==> src/rtl/alu_pkg.sv <==
// -----------------------------------------------------------------------------
// alu_pkg
// Shared definitions for the sequential ALU blocks.
//   ALU_WIDTH   : default operand width for the sequential arithmetic units
//   alu_state_e : common IDLE / CALC / DONE operation state encoding
//   cnt_width() : iteration counter width able to hold 0..w
// -----------------------------------------------------------------------------
package alu_pkg;

    localparam int ALU_WIDTH = 16;

    typedef enum logic [1:0] {
        IDLE = 2'd0,
        CALC = 2'd1,
        DONE = 2'd2
    } alu_state_e;

    // One extra bit over log2 so the counter can represent the full count w.
    function automatic int cnt_width(input int w);
        return $clog2(w) + 1;
    endfunction

endpackage : alu_pkg

==> src/rtl/booth_step.sv <==
// -----------------------------------------------------------------------------
// booth_step
// One radix-2 Booth iteration, purely combinational.
//   acc_i  [WIDTH:0]   : partial-product accumulator A (one guard bit)
//   q_i    [WIDTH-1:0] : multiplier shift register Q
//   qm1_i              : Booth history bit Q_-1
//   m_i    [WIDTH:0]   : sign-extended multiplicand M
//   acc_o / q_o / qm1_o: {A,Q,Q_-1} after add/subtract and arithmetic shift
// -----------------------------------------------------------------------------
module booth_step
    import alu_pkg::*;
#(
    parameter int WIDTH = ALU_WIDTH
) (
    input  logic [WIDTH:0]   acc_i,
    input  logic [WIDTH-1:0] q_i,
    input  logic             qm1_i,
    input  logic [WIDTH:0]   m_i,
    output logic [WIDTH:0]   acc_o,
    output logic [WIDTH-1:0] q_o,
    output logic             qm1_o
);

    logic [WIDTH:0] sum;

    always_comb begin
        sum = acc_i;
        case ({q_i[0], qm1_i})
            2'b01:   sum = acc_i + m_i;
            2'b10:   sum = acc_i - m_i;
            default: sum = acc_i;
        endcase
    end

    // Arithmetic right shift of the concatenation {sum, Q, Q_-1}.
    assign acc_o = {sum[WIDTH], sum[WIDTH:1]};
    assign q_o   = {sum[0], q_i[WIDTH-1:1]};
    assign qm1_o = q_i[0];

endmodule : booth_step

==> src/rtl/booth_mul.sv <==
// -----------------------------------------------------------------------------
// booth_mul
// Sequential radix-2 Booth multiplier, signed WIDTH x WIDTH -> 2*WIDTH.
//   clk          : clock, all state on rising edge
//   rst_n        : synchronous active-low reset
//   start        : request an operation, only looked at while busy = 0
//   multiplicand : signed operand M
//   multiplier   : signed operand Q
//   product      : last result, held until the next operation completes
//   busy         : operation in progress (state != IDLE)
//   done         : one-cycle strobe, product valid from this cycle on
//
// state | meaning
// ------+-----------------------------------------------------------
// IDLE  | waiting for start; operands latched on the accepting edge
// CALC  | one Booth iteration per cycle, WIDTH cycles
// DONE  | product loaded on entry; returns to IDLE next cycle
// -----------------------------------------------------------------------------
module booth_mul
    import alu_pkg::*;
#(
    parameter int WIDTH = ALU_WIDTH
) (
    input  logic               clk,
    input  logic               rst_n,
    input  logic               start,
    input  logic [WIDTH-1:0]   multiplicand,
    input  logic [WIDTH-1:0]   multiplier,
    output logic [2*WIDTH-1:0] product,
    output logic               busy,
    output logic               done
);

    localparam int CW = cnt_width(WIDTH);

    alu_state_e         state_q;
    logic [WIDTH:0]     acc_q;
    logic [WIDTH:0]     m_q;
    logic [WIDTH-1:0]   q_q;
    logic               qm1_q;
    logic [CW-1:0]      cnt_q;
    logic [2*WIDTH-1:0] product_q;
    logic               busy_q;
    logic               done_q;

    logic [WIDTH:0]     acc_d;
    logic [WIDTH-1:0]   q_d;
    logic               qm1_d;

    booth_step #(
        .WIDTH (WIDTH)
    ) u_step (
        .acc_i (acc_q),
        .q_i   (q_q),
        .qm1_i (qm1_q),
        .m_i   (m_q),
        .acc_o (acc_d),
        .q_o   (q_d),
        .qm1_o (qm1_d)
    );

    always_ff @(posedge clk) begin
        if (!rst_n) begin
            state_q   <= IDLE;
            acc_q     <= '0;
            m_q       <= '0;
            q_q       <= '0;
            qm1_q     <= 1'b0;
            cnt_q     <= '0;
            product_q <= '0;
            busy_q    <= 1'b0;
            done_q    <= 1'b0;
        end else begin
            done_q <= 1'b0;
            case (state_q)
                IDLE: begin
                    if (start) begin
                        state_q <= CALC;
                        busy_q  <= 1'b1;
                        // Guard bit keeps A +/- M exact for M = -2^(WIDTH-1).
                        m_q     <= {multiplicand[WIDTH-1], multiplicand};
                        q_q     <= multiplier;
                        acc_q   <= '0;
                        qm1_q   <= 1'b0;
                        cnt_q   <= '0;
                    end
                end
                CALC: begin
                    acc_q <= acc_d;
                    q_q   <= q_d;
                    qm1_q <= qm1_d;
                    if (cnt_q == CW'(WIDTH - 1)) begin
                        state_q   <= DONE;
                        product_q <= {acc_d[WIDTH-1:0], q_d};
                    end else begin
                        cnt_q <= cnt_q + CW'(1);
                    end
                end
                DONE: begin
                    state_q <= IDLE;
                    busy_q  <= 1'b0;
                    // Strobe is a registered decode of DONE, so it lands
                    // WIDTH+1 edges after the accepting edge, in the same
                    // cycle a back-to-back start can be taken.
                    done_q  <= 1'b1;
                end
                default: begin
                    state_q <= IDLE;
                    busy_q  <= 1'b0;
                end
            endcase
        end
    end

    assign product = product_q;
    assign busy    = busy_q;
    assign done    = done_q;

endmodule : booth_mul

==> config.mk <==
export PLATFORM = sky130hd
export DESIGN_NAME = booth_mul
export DESIGN_NICKNAME = d
export VERILOG_FILES = /design/src/rtl/alu_pkg.sv /design/src/rtl/booth_step.sv /design/src/rtl/booth_mul.sv
export SDC_FILE = /design/constraint.sdc
export NUM_CORES = 1
export LEC_CHECK = 0
export CORE_ASPECT_RATIO = 0.8
export CORE_MARGIN = 3
export CORE_UTILIZATION = 52
export CTS_CLUSTER_SIZE = 30
export DETAILED_ROUTE_END_ITERATION = 8
export PLACE_DENSITY = 0.88
export SYNTH_ARGS = -nofsm -noshare
export SYNTH_HDL_FRONTEND = slang
export SYNTH_HIERARCHICAL = 1
export SYNTH_SLANG_ARGS = --single-unit
==> constraint.sdc <==
create_clock -name clk -period 7.45 [get_ports clk]
set_clock_uncertainty 0.1 [all_clocks]
set_input_delay 1.49 -clock clk [delete_from_list [all_inputs] [get_ports clk]]
set_output_delay 1.49 -clock clk [all_outputs]
set_load 0.01 [all_outputs]
==> summary.log <==
qor: outcome.run_status finished clean
qor: synth.post_synth_instance_area 5019 sq um
qor: global_routing.grt_pass1_wl 19350 um
qor: synth.synth-async-reset-ratio 0
qor: clocking.postCtsSetupRepairBufs 0
qor: cells_and_area.antenna_cells_inserted 0
qor: sta.worst_pin_slew 1184 ps
qor: clocking.cts_resized 0
qor: power_and_ir_drop.pwr-share-clk 0.352
qor: floorplanning.rows 31
qor: synth.ys_warn_count 6
qor: clocking.cts.clk_slew.worst_paths 70 ps
qor: clocking.holdBufCountCts 0
qor: clocking.clock_insertion_delay_worst_skew 350 ps
qor: critical_path.critPathArrivalTime 4570 ps
qor: drt.wl 11780 um
qor: cells_and_area.area_growth_syn_to_layout 16.01%
qor: sta.finalHoldViolCount 0
qor: synth.synth.net_count 691
qor: global_routing.globalRoute.totalOverflow 0
qor: clocking.clock_tree.root_cell sky130_fd_sc_hd__clkbuf_16
qor: sta.final_slew_viol_count 0
qor: hold_path.hold_class reg -> reg
qor: power_and_ir_drop.p_per_area 217.9 nW/um^2
qor: power_and_ir_drop.p_sw_frac 0.3129
qor: sta.fmax 0.2273 GHz
qor: global_routing.globalRoute.busiestLayer met2
qor: floorplanning.initial_core_util 0.5436
qor: sta.finalCritPeriodShare 0.5906
qor: synth.synth_edf_count 0
qor: global_routing.grt_util_met3 0.03799
qor: placed_design.place.port_buffers 68
qor: floorplanning.die_width 115.8 um
qor: drt.ant_nets 0
qor: clocking.numClockSinks 91
qor: drt.routed_wire_length_per_instance 15.14 um
qor: clocking.tritoncts_clock_tree done
qor: synth.postSynthCellCount 635
qor: sta.timing.final.crit_period 4400 ps
qor: global_routing.grt_pass1_vias 4068
qor: sta.setup-tns-final 0 ps
qor: drt.vias 4483
qor: floorplanning.dieArea 10870 sq um
qor: clocking.cts_made_buffers 9
qor: sta.setup_viol 0
qor: placed_design.globalplace.congestion 0.8972
qor: global_routing.met2_usage 0.3448
qor: drt.detail_route.first_pass.iterations 5
qor: cells_and_area.final_common_cell sky130_fd_sc_hd__nand2_1
qor: critical_path.worst_setup_path_end_kind flip-flop
qor: critical_path.crit_type reg -> reg
qor: placed_design.dp.final_hpwl 8297 um
qor: cells_and_area.layout-drive-gt1-share 0.05882
qor: drt.first_iter_violations 475
qor: global_routing.grt_util_met1 0.3075
qor: synth.synth_ff_type sky130_fd_sc_hd__dfxtp_1
qor: floorplanning.fp.dieH 93.87 um
qor: flow_run.drv_cap 0
qor: cells_and_area.most-common-layout-cells sky130_fd_sc_hd__nand2_1 (118), sky130_fd_sc_hd__dfxtp_1 (91), sky130_fd_sc_hd__a21oi_1 (85), sky130_fd_sc_hd__clkdlybuf4s50_1 (68), sky130_fd_sc_hd__nor2_1 (57)
qor: clocking.clock_tree.buffer_depth 2
qor: critical_path.timing.critical_path.fanout_max 5
qor: drt.route.detailed.drc 0
qor: synth.yosysSeqAreaShare 0.3630
qor: global_routing.number_of_antenna_violations_at_the_first_check_in_global_routing 0
qor: critical_path.cp.required 7620 ps
qor: power_and_ir_drop.power.sequential.fraction 0.416
qor: power_and_ir_drop.comb_power_share 0.233
qor: power_and_ir_drop.finalPower 0.001269 W
qor: power_and_ir_drop.ir_drop 0.0001302 V
qor: power_and_ir_drop.power_leakage 2.119 nW
qor: clocking.htree_num_levels 3
qor: global_routing.pin_count_of_the_biggest_net_entering_global_routing 74
qor: global_routing.grtUsageTotal 0.2189
qor: synth.yosysUniqueCellTypes 62
qor: power_and_ir_drop.switching_power 0.0003969 W
qor: floorplanning.top_level_ports 69
qor: sta.timing.max_slew.rel_slack 0.2109
qor: drt.vias_per_instance 5.762
qor: critical_path.crit_path_start_kind flip-flop
qor: cells_and_area.num-nets-final 714
qor: sta.grt_setup_unrepaired no
qor: floorplanning.coreArea 9231 sq um
qor: synth.synthesis.area_per_instance 7.903 sq um
qor: power_and_ir_drop.internal_power 0.0008716 W
qor: synth.seq_cells_post_synth 91
## through the flow
step                cells  hold slack [ps]    util  area, sq um  worst slack (ps)
floorplan             635            345.1       -         5019              3654
global placement      762            345.1  0.5984         5524              3361
detailed placement    762            348.6  0.5984         5524              3177
CTS                   778            358.2  0.6307         5822              3122
global route          778            370.3  0.6307         5822              2667
finish                778            355.7  0.6307         5822              3050
## synth_stat cells (4+ instances only)
library cell / number / area [sq um]
sky130_fd_sc_hd__nor3_1: 4 / 20.02
sky130_fd_sc_hd__buf_6: 5 / 56.30
sky130_fd_sc_hd__a31oi_1: 5 / 31.28
sky130_fd_sc_hd__a22oi_1: 19 / 142.6
sky130_fd_sc_hd__mux2i_1: 6 / 60.06
sky130_fd_sc_hd__nor2_1: 57 / 214.0
sky130_fd_sc_hd__xnor2_1: 21 / 183.9
sky130_fd_sc_hd__nand2b_1: 7 / 43.79
sky130_fd_sc_hd__o21bai_1: 4 / 30.03
sky130_fd_sc_hd__a211oi_1: 6 / 45.04
sky130_fd_sc_hd__buf_4: 17 / 127.6
sky130_fd_sc_hd__nor2b_1: 17 / 106.4
sky130_fd_sc_hd__inv_1: 12 / 45.04
sky130_fd_sc_hd__buf_2: 15 / 75.07
sky130_fd_sc_hd__clkbuf_1: 21 / 78.83
sky130_fd_sc_hd__or3_1: 6 / 37.54
sky130_fd_sc_hd__o21ai_0: 20 / 100.1
sky130_fd_sc_hd__dfxtp_1: 91 / 1822
sky130_fd_sc_hd__nand3_1: 9 / 45.04
sky130_fd_sc_hd__a21o_1: 4 / 30.03
sky130_fd_sc_hd__a21oi_1: 85 / 425.4
sky130_fd_sc_hd__o221a_1: 9 / 101.4
sky130_fd_sc_hd__ha_1: 20 / 250.2
sky130_fd_sc_hd__o221a_2: 6 / 67.56
sky130_fd_sc_hd__nand2_1: 118 / 442.9
## power by group through the flow
stage	registers, W	logic (W)	clock network (W)
6_report	0.000527	0.000295	0.000446
5_1_grt	0.000530	0.000326	0.000473
4_1_cts	0.000527	0.000289	0.000455
3_5_place_dp	0.000538	0.000287	0
3_3_place_gp	0.000536	0.000281	0
2_1_floorplan	0.000529	0.000242	0
## layer usage
layer | vias up | part of all wire
met5 | - | 0
met4 | 0 | 0.011
met3 | 14 | 0.074
met2 | 172 | 0.44
met1 | 2054 | 0.48
li1 | 2243 | -
## critical path, stage by stage, from the launching register on
cell	delay [ps]
sky130_fd_sc_hd__dfxtp_1	350
sky130_fd_sc_hd__inv_1	70
sky130_fd_sc_hd__ha_1	180
sky130_fd_sc_hd__or4b_4	490
sky130_fd_sc_hd__nor4_1	480
sky130_fd_sc_hd__nor2_1	110
sky130_fd_sc_hd__xnor2_1	270
sky130_fd_sc_hd__ha_1	330
sky130_fd_sc_hd__o21ai_0	180
sky130_fd_sc_hd__nor2_1	80
sky130_fd_sc_hd__o41ai_1	470
sky130_fd_sc_hd__a211oi_1	250
sky130_fd_sc_hd__or4b_1	550
sky130_fd_sc_hd__nand4_1	160
sky130_fd_sc_hd__a22oi_1	110
sky130_fd_sc_hd__nor2_1	140
## cells by family (layout without fill, tap and decap cells)
family | after synthesis | in the layout | share of synthesized area
compound gates | 177 | 177 | 0.2254
xor+xnor | 22 | 22 | 0.03840
fa+ha+maj | 21 | 21 | 0.05385
buf+inv | 71 | 99 | 0.07704
flops | 91 | 91 | 0.3630
mux | 8 | 8 | 0.01645
simple gates | 245 | 245 | 0.2259
## cell type report
| class | count | area [sq um] |
|---|---|---|
| Clock buffer | 9 | 225.2 |
| Multi-Input combinational cell | 473 | 2814 |
| Clock inverter | 7 | 72.57 |
| Sequential cell | 91 | 1822 |
| Tap cell | 115 | 143.9 |
| Fill cell | 778 | 3410 |
| Inverter | 13 | 48.80 |
| Timing Repair Buffer | 70 | 695.7 |
## registers in the layout (all words and copies together), names as in the netlist
| signal | count |
|---|---|
| acc_q | 17 |
| busy | 1 |
| cnt_q | 5 |
| done | 1 |
| m_q | 16 |
| product | 32 |
| q_q | 16 |
| qm1_q | 1 |
| state_q | 2 |
## final timing paths
kind / start / depth (start not counted) / to / slack (ps)
hold reg to reg: product[8] / 2 / product[8] / 360
setup reg to reg: m_q[0] / 15 / acc_q[16] / 3050
setup / recovery: m_q[0] / 15 / acc_q[16] / 3050
hold / removal: product[8] / 2 / product[8] / 360
Power figures use the tool's default switching activity.
